$ cat src/rtl/aap_decode_pkg.sv
// Shared constants for the AAP decode stage: word layout, class codes,
// execute op numbers and the long-instruction tracking states.
package aap_decode_pkg;

    localparam int WORD_W = 16;
    localparam int OPN_W  = 6;
    localparam int PC_W   = 16;

    // Instruction word bit positions
    localparam int LONG_BIT  = 15;
    localparam int CLASS_HI  = 14;
    localparam int CLASS_LO  = 13;
    localparam int OPC_HI    = 12;
    localparam int OPC_LO    = 9;
    localparam int DST_HI    = 8;
    localparam int DST_LO    = 6;
    localparam int SRC1_HI   = 5;
    localparam int SRC1_LO   = 3;
    localparam int SRC2_HI   = 2;
    localparam int SRC2_LO   = 0;
    localparam int FIELD_W   = DST_HI + 1;

    typedef enum logic [1:0] {
        CLASS_ALU  = 2'b00,
        CLASS_MEM  = 2'b01,
        CLASS_RSV2 = 2'b10,
        CLASS_RSV3 = 2'b11
    } class_t;

    localparam logic [3:0] MEM_LDB = 4'd0;
    localparam logic [3:0] MEM_LDW = 4'd4;

    localparam logic [OPN_W-1:0] OP_NOP  = 6'd0;
    localparam logic [OPN_W-1:0] OP_ADD  = 6'd1;
    localparam logic [OPN_W-1:0] OP_SUB  = 6'd2;
    localparam logic [OPN_W-1:0] OP_AND  = 6'd3;
    localparam logic [OPN_W-1:0] OP_OR   = 6'd4;
    localparam logic [OPN_W-1:0] OP_XOR  = 6'd5;
    localparam logic [OPN_W-1:0] OP_ASR  = 6'd6;
    localparam logic [OPN_W-1:0] OP_LSL  = 6'd7;
    localparam logic [OPN_W-1:0] OP_LSR  = 6'd8;
    localparam logic [OPN_W-1:0] OP_MOV  = 6'd9;
    localparam logic [OPN_W-1:0] OP_ADDI = 6'd10;
    localparam logic [OPN_W-1:0] OP_SUBI = 6'd11;
    localparam logic [OPN_W-1:0] OP_ASRI = 6'd12;
    localparam logic [OPN_W-1:0] OP_LSLI = 6'd13;
    localparam logic [OPN_W-1:0] OP_LSRI = 6'd14;
    localparam logic [OPN_W-1:0] OP_MOVI = 6'd15;
    localparam logic [OPN_W-1:0] OP_LDB  = 6'd16;
    localparam logic [OPN_W-1:0] OP_LDW  = 6'd17;

    typedef enum logic {
        FIRST  = 1'b0,
        SECOND = 1'b1
    } state_t;

endpackage

$ cat src/rtl/instruction_decode_if.sv
// Fetch-to-decode handshake plus the decoded bundle presented to execute.
interface instruction_decode_if
    import aap_decode_pkg::*;
#(
    parameter int IF_WORD_W = WORD_W,
    parameter int IF_OPN_W  = OPN_W,
    parameter int IF_PC_W   = PC_W
);
    logic                 instr_valid;
    logic [IF_WORD_W-1:0] instr_word;
    logic [IF_PC_W-1:0]   instr_pc;
    logic                 instr_ready;

    logic                 dec_valid;
    logic [IF_OPN_W-1:0]  operationnumber;
    logic [2:0]           destination;
    logic [2:0]           source_1;
    logic [2:0]           source_2;
    logic [2:0]           unsigned_1;
    logic [5:0]           unsigned_2;
    logic [8:0]           unsigned_3;
    logic [IF_PC_W-1:0]   dec_pc;
    logic                 illegal;

    // Environment side: fetch drives words, execute consumes the bundle
    modport master (
        output instr_valid, instr_word, instr_pc,
        input  instr_ready,
        input  dec_valid, operationnumber, destination, source_1, source_2,
        input  unsigned_1, unsigned_2, unsigned_3, dec_pc, illegal
    );

    modport slave (
        input  instr_valid, instr_word, instr_pc,
        output instr_ready,
        output dec_valid, operationnumber, destination, source_1, source_2,
        output unsigned_1, unsigned_2, unsigned_3, dec_pc, illegal
    );
endinterface

$ cat src/rtl/aap_op_map.sv
// Combinational classification of a short instruction word's class/opcode
// into an execute op number and an illegal flag.
module aap_op_map
    import aap_decode_pkg::*;
(
    input  logic [LONG_BIT:OPC_LO] head,
    output logic [OPN_W-1:0]       op,
    output logic                   illegal
);
    class_t     cls;
    logic [3:0] opc;

    always_comb begin
        cls     = class_t'(head[CLASS_HI:CLASS_LO]);
        opc     = head[OPC_HI:OPC_LO];
        op      = OP_NOP;
        illegal = 1'b0;
        if (head[LONG_BIT]) begin
            // Two-word forms are unsupported in this revision
            illegal = 1'b1;
        end else begin
            case (cls)
                CLASS_ALU: op = {2'b00, opc};
                CLASS_MEM: begin
                    if (opc == MEM_LDB)      op = OP_LDB;
                    else if (opc == MEM_LDW) op = OP_LDW;
                    else                     illegal = 1'b1;
                end
                default:   illegal = 1'b1;
            endcase
        end
    end
endmodule

$ cat src/rtl/instruction_decode.sv
// Decode stage: registers op number and raw operand slices for execute, and
// swallows two-word instructions as illegal using a FIRST/SECOND tracker.
module instruction_decode
    import aap_decode_pkg::*;
#(
    parameter int WORD_W_P = WORD_W,
    parameter int OPN_W_P  = OPN_W,
    parameter int PC_W_P   = PC_W
) (
    input  logic                 clock,
    input  logic                 reset,
    input  logic                 flush,
    input  logic                 stall,
    instruction_decode_if.slave  bus
);
    state_t               state_reg, state_next;
    logic                 dec_valid_reg, dec_valid_next;
    logic [OPN_W_P-1:0]   op_reg, op_next;
    logic                 illegal_reg, illegal_next;
    logic [PC_W_P-1:0]    pc_reg, pc_next;
    logic [PC_W_P-1:0]    pend_pc_reg, pend_pc_next;
    logic [FIELD_W-1:0]   field_reg, field_next;

    logic                 ready;
    logic                 accept;
    logic [OPN_W-1:0]     map_op;
    logic                 map_illegal;

    aap_op_map u_op_map (
        .head    (bus.instr_word[LONG_BIT:OPC_LO]),
        .op      (map_op),
        .illegal (map_illegal)
    );

    assign ready  = !reset && !stall && !flush;
    assign accept = bus.instr_valid && ready;

    always_comb begin
        state_next     = state_reg;
        dec_valid_next = dec_valid_reg;
        op_next        = op_reg;
        illegal_next   = illegal_reg;
        pc_next        = pc_reg;
        pend_pc_next   = pend_pc_reg;
        field_next     = field_reg;

        if (flush) begin
            state_next     = FIRST;
            dec_valid_next = 1'b0;
            op_next        = '0;
            illegal_next   = 1'b0;
        end else if (!stall) begin
            // Anything not producing an instruction below is a bubble
            dec_valid_next = 1'b0;
            op_next        = '0;
            illegal_next   = 1'b0;
            if (accept) begin
                case (state_reg)
                    FIRST: begin
                        if (bus.instr_word[LONG_BIT]) begin
                            state_next   = SECOND;
                            pend_pc_next = bus.instr_pc;
                        end else begin
                            dec_valid_next = 1'b1;
                            op_next        = map_op;
                            illegal_next   = map_illegal;
                            pc_next        = bus.instr_pc;
                            field_next     = bus.instr_word[DST_HI:0];
                        end
                    end
                    SECOND: begin
                        state_next     = FIRST;
                        dec_valid_next = 1'b1;
                        illegal_next   = 1'b1;
                        pc_next        = pend_pc_reg;
                        field_next     = bus.instr_word[DST_HI:0];
                    end
                    default: state_next = FIRST;
                endcase
            end
        end
    end

    always_ff @(posedge clock) begin
        if (reset) begin
            state_reg     <= FIRST;
            dec_valid_reg <= 1'b0;
            op_reg        <= '0;
            illegal_reg   <= 1'b0;
            pc_reg        <= '0;
            pend_pc_reg   <= '0;
            field_reg     <= '0;
        end else begin
            state_reg     <= state_next;
            dec_valid_reg <= dec_valid_next;
            op_reg        <= op_next;
            illegal_reg   <= illegal_next;
            pc_reg        <= pc_next;
            pend_pc_reg   <= pend_pc_next;
            field_reg     <= field_next;
        end
    end

    assign bus.instr_ready     = ready;
    assign bus.dec_valid       = dec_valid_reg;
    assign bus.operationnumber = op_reg;
    assign bus.illegal         = illegal_reg;
    assign bus.dec_pc          = pc_reg;
    assign bus.destination     = field_reg[DST_HI:DST_LO];
    assign bus.source_1        = field_reg[SRC1_HI:SRC1_LO];
    assign bus.source_2        = field_reg[SRC2_HI:SRC2_LO];
    assign bus.unsigned_1      = field_reg[2:0];
    assign bus.unsigned_2      = field_reg[5:0];
    assign bus.unsigned_3      = field_reg[8:0];
endmodule

$ cat src/flat_wrapper.sv
// flat-port wrapper written by rule: the top's interface ports become plain ports
module instruction_decode_flat import aap_decode_pkg::*;
#(
    parameter int WORD_W_P = WORD_W,
    parameter int OPN_W_P  = OPN_W,
    parameter int PC_W_P   = PC_W
)
  (clock, reset, flush, stall, bus_instr_valid, bus_instr_word, bus_instr_pc, bus_instr_ready, bus_dec_valid, bus_operationnumber, bus_destination, bus_source_1, bus_source_2, bus_unsigned_1, bus_unsigned_2, bus_unsigned_3, bus_dec_pc, bus_illegal);
  instruction_decode_if bus_i ();
  input  logic clock;
  input  logic reset;
  input  logic flush;
  input  logic stall;
  input wire logic [$bits(bus_i.instr_valid)-1:0] bus_instr_valid;
  input wire logic [$bits(bus_i.instr_word)-1:0] bus_instr_word;
  input wire logic [$bits(bus_i.instr_pc)-1:0] bus_instr_pc;
  output wire logic [$bits(bus_i.instr_ready)-1:0] bus_instr_ready;
  output wire logic [$bits(bus_i.dec_valid)-1:0] bus_dec_valid;
  output wire logic [$bits(bus_i.operationnumber)-1:0] bus_operationnumber;
  output wire logic [$bits(bus_i.destination)-1:0] bus_destination;
  output wire logic [$bits(bus_i.source_1)-1:0] bus_source_1;
  output wire logic [$bits(bus_i.source_2)-1:0] bus_source_2;
  output wire logic [$bits(bus_i.unsigned_1)-1:0] bus_unsigned_1;
  output wire logic [$bits(bus_i.unsigned_2)-1:0] bus_unsigned_2;
  output wire logic [$bits(bus_i.unsigned_3)-1:0] bus_unsigned_3;
  output wire logic [$bits(bus_i.dec_pc)-1:0] bus_dec_pc;
  output wire logic [$bits(bus_i.illegal)-1:0] bus_illegal;
  assign bus_i.instr_valid = bus_instr_valid;
  assign bus_i.instr_word = bus_instr_word;
  assign bus_i.instr_pc = bus_instr_pc;
  assign bus_instr_ready = bus_i.instr_ready;
  assign bus_dec_valid = bus_i.dec_valid;
  assign bus_operationnumber = bus_i.operationnumber;
  assign bus_destination = bus_i.destination;
  assign bus_source_1 = bus_i.source_1;
  assign bus_source_2 = bus_i.source_2;
  assign bus_unsigned_1 = bus_i.unsigned_1;
  assign bus_unsigned_2 = bus_i.unsigned_2;
  assign bus_unsigned_3 = bus_i.unsigned_3;
  assign bus_dec_pc = bus_i.dec_pc;
  assign bus_illegal = bus_i.illegal;
  instruction_decode #(.WORD_W_P(WORD_W_P), .OPN_W_P(OPN_W_P), .PC_W_P(PC_W_P)) u_core (.clock(clock), .reset(reset), .flush(flush), .stall(stall), .bus(bus_i));
endmodule
$ cat config.mk
export PLATFORM = sky130hd
export DESIGN_NAME = instruction_decode_flat
export DESIGN_NICKNAME = d
export VERILOG_FILES = /design/src/rtl/aap_decode_pkg.sv /design/src/rtl/instruction_decode_if.sv /design/src/rtl/aap_op_map.sv /design/src/rtl/instruction_decode.sv /design/src/flat_wrapper.sv
export SDC_FILE = /design/constraint.sdc
export NUM_CORES = 1
export LEC_CHECK = 0
export ABC_AREA = 1
export BUFFER_PORTS_ARGS = -buffer_cell sky130_fd_sc_hd__buf_2
export CORE_MARGIN = 4
export CORE_UTILIZATION = 40
export DETAILED_ROUTE_END_ITERATION = 8
export PLACE_DENSITY = 0.68
export SLEW_MARGIN = 0
export SYNTH_ARGS = -nofsm -noshare
export SYNTH_HDL_FRONTEND = slang
export SYNTH_SLANG_ARGS = --single-unit
$ cat constraint.sdc
create_clock -name clock -period 1.95 [get_ports clock]
set_input_delay 0.2925 -clock clock [delete_from_list [all_inputs] [get_ports clock]]
set_output_delay 0.2925 -clock clock [all_outputs]
set_load 0.01 [all_outputs]
==> run metrics, run 1 <==
Slowest-stage cell, CP clkinv_1; clock sink total around 50; first-pass GRT wire length about 8900 µm; count of cell types in the netlist 24; drt via density about 4.7; CP Cell Sequence buf_2 -> nor2_4 -> clkinv_1 -> nor2_1 -> buf_2; CP arrival 1.11 ns; vias 2,011; pin count of the biggest net entering global routing 42; outcome completed; hold_ws between 0.2 and 0.25 ns; CTS root buffer clkbuf_8; Clock transition at path regs ~0.080 ns; Placement Cell Area around 2600 µm²; Worst path max stage delay roughly 0.25 ns; CTS Buf Count 5; Tightest Hold Check Type input port to register; DRT Pass-1 Iters 4; total die area between 6000 and 7000 µm²; initial core utilization 41.3%; Crit Path Max Fanout 9; drt drc 0; RSZ-0062 raised after global routing no; Post-synth EDFFs 0; Final Skew ~0.0034 ns; sequential area share after synthesis between 40% and 50%; Post-Synthesis Cells just under 300; Synth Cell Area about 2300 µm²; Reg area about 980 µm²; crit share post-route a little under three quarters; area leader, netlist dfxtp_1; power per cell area between 700 and 800 nW/µm²; Final setup viols 0; Setup crit start kind input port; Die Y 83.4 µm; IR Drop Worst-Case VDD approximately 0.4 mV; post-cts sizing count 0; Setup TNS 0 ns; post-synth top area share between 40% and 50%; Routed Antenna Nets 0; WP data required 1.66 ns; Synth-to-Final Area Change 18.5%; ys async rst share 0%; count leader, synth nor2_1; Crit. Startpoint reset; area of the multi-input gates between 900 and 1000 µm²; number of global-route vias before repair ~2,000; gr usage total 15.3%; syn avg cell area a little under 8 µm²; most instantiated cells after synthesis 55 x nor2_1, 49 x dfxtp_1, 43 x o21ai_0; cts hold-fix bufs 0; H-tree Lvls 2; fin area 2690 µm²; Max-cap violations 0; clk buf depth 2; Post-Syn Nets 330; Synth Flop Type dfxtp_1; fmax approximately 700 MHz; Overflow after GRT 0; placed wire-length estimate 3500 µm; Synth area leaders dfxtp_1 43%, o21ai_0 9.5%, nor2_1 9.1%; Worst Path Buf+Inv 3; most used cell, CP buf_2; Final Non-Filler Cells about 430; # IOs just under 90; GP Congestion about 0.77; DIE WIDTH approximately 83 µm; Final nets between 300 and 400; Crit path max-delay family buffers and inverters; Antenna diodes 0; FP Rows 27; Pins Over Slew Limit 0; WL per Instance around 12 µm; #FFs+latches synth 49; Post-Place Cells between 400 and 500; CTS tree built; CP endpoint kind output pin; fin crit period between 1 and 1.5 ns; number of antenna violations at the first check in global routing 0; fillers 546; Synth Warn # 0; hold path startpoint bus_instr_word[3]; share of cells above drive strength 1 a little over a third; reg2reg start u_core.state_reg; Post-CTS Setup Inserts 0; kind of critical path input port to output pin; final WL 5000 µm; core area between 5000 and 6000 µm²; Final Hold Fails 0; number of port buffers just under 90; leakage power about 1.3 nW; initial DRC count 77; Worst-Skew Late Latency around 0.30 ns
-- area by class of cell --
class / instances / area share (%)
multi-input cells: 183 / 34.6
inverters: 26 / 3.76
repair buffers: 92 / 18.0
well taps: 72 / 3.34
clock inverters: 2 / 1.30
clock buffers: 5 / 2.55
flip-flops and latches: 49 / 36.4
-- per-layer routing --
metal  vias up  routed length (µm)  track usage, %
met5         -                   0               0
li1       1045                   -               -
met1       885                2280            18.4
met4         0                  58            4.75
met3         7                 401            4.96
met2        74                2260            25.9
-- power by group --
| group | total [mW] | switching (mW) | internal [mW] |
|---|---|---|---|
| combinational | 0.175 | 0.105 | 0.0702 |
| clock | 0.697 | 0.324 | 0.373 |
| sequential | 1.03 | 0.0105 | 1.02 |
| total | 1.90 | 0.440 | 1.46 |
-- worst paths after layout --
path / endpoint / slack (ns) / cells after the start
min reg2reg: u_core.bus.illegal / 0.46 / 2
max: bus_instr_ready / 0.55 / 5
min: u_core.bus.unsigned_3[3] / 0.22 / 3
max reg2reg: u_core.bus.unsigned_3[1] / 0.65 / 5
-- worst reg2reg max path: stages, from the launching register on --
cell and delay, ns:
dfxtp_1 0.49, nor2_8 0.09, nor2_8 0.22, buf_4 0.23, o21ai_0 0.09, nor2_1 0.11
-- cells by family (layout without fill, tap and decap cells) --
| family | after synthesis | count (layout) | share of synthesized area [%] |
|---|---|---|---|
| compound gates | 81 | 81 | 19.9 |
| buf+inv | 61 | 125 | 15.9 |
| flops | 49 | 49 | 43.1 |
| other cells | 1 | 1 | 0.165 |
| simple gates | 101 | 101 | 20.9 |
-- per-stage QoR --
| stage | worst slack [ns] | power (mW) | utilization (%) |
|---|---|---|---|
| 2_1_floorplan | 0.714 | 1.17 | - |
| 3_3_place_gp | 0.494 | 1.23 | 47.0 |
| 3_5_place_dp | 0.472 | 1.23 | 47.0 |
| 4_1_cts | 0.552 | 1.94 | 48.9 |
| 5_1_grt | 0.433 | 2.01 | 48.9 |
| 6_report | 0.551 | 1.90 | 48.9 |
-- placed cells by master, fill, tap and decap left out --
| cell | count |
|---|---|
| clkinv_2 | 2 |
| inv_2 | 2 |
| clkbuf_8 | 5 |
| nand4_1 | 5 |
| inv_4 | 1 |
| nand3_4 | 1 |
| clkinv_1 | 1 |
| nor2_8 | 2 |
| dfxtp_1 | 49 |
| a211oi_1 | 1 |
| nor2_1 | 55 |
| conb_1 | 1 |
| buf_2 | 87 |
| nand2_1 | 26 |
| a21oi_2 | 12 |
| bufinv_16 | 1 |
| nand3_1 | 2 |
| o21ai_1 | 14 |
| nor2_2 | 8 |
| o21ai_0 | 43 |
| buf_12 | 1 |
| inv_1 | 21 |
| nor2_4 | 2 |
| buf_4 | 4 |
| a21oi_1 | 11 |
Power figures use the tool's default switching activity.
==> inputs of run 2 (changes only) <==
--- a/config.mk
+++ b/config.mk
@@ -5,12 +5,12 @@
 export SDC_FILE = /design/constraint.sdc
 export NUM_CORES = 1
 export LEC_CHECK = 0
-export ABC_AREA = 1
+export ABC_AREA = 0
 export BUFFER_PORTS_ARGS = -buffer_cell sky130_fd_sc_hd__buf_2
 export CORE_MARGIN = 4
 export CORE_UTILIZATION = 40
 export DETAILED_ROUTE_END_ITERATION = 8
-export PLACE_DENSITY = 0.68
+export PLACE_DENSITY = 0.67
 export SLEW_MARGIN = 0
 export SYNTH_ARGS = -nofsm -noshare
 export SYNTH_HDL_FRONTEND = slang
==> constraint.sdc (replaced) <==
create_clock -name clock -period 1.4 [get_ports clock]
set_input_delay 0.21 -clock clock [delete_from_list [all_inputs] [get_ports clock]]
set_output_delay 0.21 -clock clock [all_outputs]
set_load 0.01 [all_outputs]
==> run 2 against run 1 <==
Sequential power is 39% higher. Non-clock buffer count increased by 17. Via count is 2.7% higher. Sequential cell count unchanged. Largest cell class is now multi-input combinational cells.
==> run metrics, run 2 <==
CTS Buf Count 5 (unchanged); fin util 52.1% (+3.2 points); CP arrival 1.07 ns (-0.04 ns); DR WL met3 268 µm (-33%); Final Skew 0.00489 ns (+0.00145 ns); drt drc 0 (unchanged); met2 wire length 2800 µm (+24%); FP Rows 27 (unchanged); WL per Instance 14.2 µm (+22%); dpl ws -0.0993 ns (-0.572 ns); worst reg2reg setup slack 0.19 ns (-0.46 ns); # IOs 89 (unchanged); vias 2,066 (+2.7%); H-tree Lvls 2 (unchanged); Final Non-Filler Cells 402 (-6.3%); Final setup viols 0 (unchanged); Antenna diodes 0 (unchanged); Critical Path End bus_instr_ready; DIE WIDTH 84.0 µm (+0.72%); R2R cell count 4 (-1); most instantiated cells after synthesis 49 x dfxtp_1, 44 x a21oi_1, 31 x nand3_1; number of port buffers 87 (unchanged); commonest cells after routing, fill and taps aside 87 x buf_2, 49 x dfxtp_1, 44 x a21oi_1; placed wire-length estimate 4020 µm (+15%); Routed Antenna Nets 0 (unchanged); first-pass GRT wire length 9820 µm (+9.7%); Post-Syn Nets 293 (-11%); hold_ws 0.152 ns (-0.0685 ns); Overflow after GRT 0 (unchanged); Post-synth EDFFs 0 (unchanged); Synth-to-Final Area Change 25.1%; cts hold-fix bufs 0 (unchanged); Tot Pwr 2.80 mW (+47%); Setup TNS 0 ns (unchanged); leakage power 1.20 nW (-11%); crit share post-route roughly nine tenths; final setup margin 0.118 ns (-0.434 ns); IR Drop Worst-Case VDD 0.566 mV (+45%); gr usage total 16.8% (+1.5 points); Post-Synthesis Cells 256 (-13%); Setup crit start kind input port; Worst path max stage delay 0.26 ns (about the same); Slowest-stage cell, CP or2_4; kind of critical path input port to output pin; Post-CTS Setup Inserts 0 (unchanged); drt via density 5.14 (+9.6%); share of cells above drive strength 1 39.7% (+3.8 points); syn avg cell area 9.02 µm² (+16%); Crit path max-delay family buffers and inverters; Die Y 84.0 µm (+0.72%); Clock transition at path regs 0.09 ns (about the same); Tightest Hold Check Type input port to register; reg2reg start u_core.state_reg; fillers 532 (-2.6%); GP Congestion 0.850 (+9.8%); Final Hold Fails 0 (unchanged); number of antenna violations at the first check in global routing 0 (unchanged); count leader, synth dfxtp_1; Post-Place Cells 394 (-6.6%); Crit. Startpoint reset; WP data required 1.19 ns (-0.47 ns); Crit Path Max Fanout 4 (-5); CP Cell Sequence buf_2 -> buf_4 -> buf_4 -> or2_4 -> nor2_1 -> buf_2; Worst-Skew Late Latency 0.30 ns (about the same); fmax a little under 800 MHz; total die area 7050 µm² (+1.4%); ys async rst share 0% (unchanged); CP endpoint kind output pin; final WL 5710 µm (+14%); area leader, netlist dfxtp_1; initial DRC count 89 (+16%); Synth Cell Area 2310 µm² (+1.6%); post-synth top area share 42.5% (-0.68 points); DRT Pass-1 Iters 4 (unchanged); pin count of the biggest net entering global routing 42 (unchanged); Pins Over Slew Limit 0 (unchanged); CTS root buffer clkbuf_8; CTS tree built; fin crit period 1.28 ns; sequential area share after synthesis 42.5% (-0.68 points); Synth Warn # 0 (unchanged); clk buf depth 2 (unchanged); count of cell types in the netlist 31 (+29%); commonest non-fill, non-tap cell in the layout buf_2; Max-cap violations 0 (unchanged); outcome completed; Synth Flop Type dfxtp_1; Worst Path Buf+Inv 4 (+1); fin area 2890 µm² (+7.2%); number of global-route vias before repair 2,049 (+2.9%); power per cell area 971 nW/µm² (+37%); Final nets 366 (-7.1%); max layer used met4; RSZ-0062 raised after global routing no; M1 WL 2570 µm (+13%); FF-to-FF End u_core.pend_pc_reg[1]; #FFs+latches synth 49 (unchanged); clock sink total 49 (unchanged); Levels on crit path 6 (+1); initial core utilization 41.7% (+0.40 points); Synth area leaders dfxtp_1 42%, a21oi_1 9.5%, mux2i_1 6.9%; core area 5540 µm² (+0.61%); Placement Cell Area 2770 µm² (+6.8%)
## run 2: cell types whose count changed after synthesis, sizes merged, moves of 3 or more
cell	previous run	this run
nor2	67	4
nand3	3	31
o21ai	57	29
inv	24	1
a21oi	23	44
nand2	26	6
mux2i	0	16
a211oi	1	16
clkbuf	5	13
nand4	5	2
## run 2: worst min-delay path by stage
stage | from | to | slack [ns] | cells after the start
6_report | bus_instr_word[4] | u_core.bus.unsigned_3[4] | 0.15 | 3
5_1_grt | bus_instr_word[2] | u_core.bus.unsigned_3[2] | 0.14 | 3
4_1_cts | bus_instr_word[4] | u_core.bus.unsigned_3[4] | 0.15 | 3
3_5_place_dp | u_core.bus.dec_valid | u_core.bus.dec_valid | 0.45 | 2
3_3_place_gp | u_core.bus.dec_valid | u_core.bus.dec_valid | 0.44 | 2
2_1_floorplan | bus_instr_word[10] | u_core.bus.operationnumber[1] | 0.35 | 2
## run 2: cell type report
cell class | instances | area (µm²) | share of cell area (%)
repair buffers | 109 | 654 | 22.7
multi-input cells | 163 | 1040 | 36.1
well taps | 72 | 90.1 | 3.12
inverters | 1 | 3.75 | 0.130
clock inverters | 1 | 30.0 | 1.04
flip-flops and latches | 49 | 981 | 34.0
clock buffers | 7 | 86.3 | 2.99
## run 2: report_power, final
group          switching, mW  internal (mW)
clock network          0.449          0.582
registers             0.0125           1.41
logic                  0.199          0.146
## run 2: kinds of logic after synthesis
| logic type | synth area share (%) |
|---|---|
| muxes | 6.93 |
| DFF | 42.5 |
| and+or+nand+nor | 13.4 |
| other | 0.162 |
| buffers and inverters | 12.6 |
| AOI/OAI and AO/OA | 24.5 |
## run 2: tightest hold or removal path: stages
cell and delay, ns:
buf_2 0.10, nand3_1 0.05, a21oi_1 0.05
## run 2: per-layer routing
metal | vias up | track usage, %
met5 | - | 0
met4 | 0 | 4.82
met3 | 6 | 4.05
met2 | 53 | 27.9
met1 | 965 | 21.5
li1 | 1042 | -
## run 2: repair_timing
action,CTS,global route
setup endpoints to repair,0,3
endpoints found under the hold margin,0,0
gates resized for setup,0,2
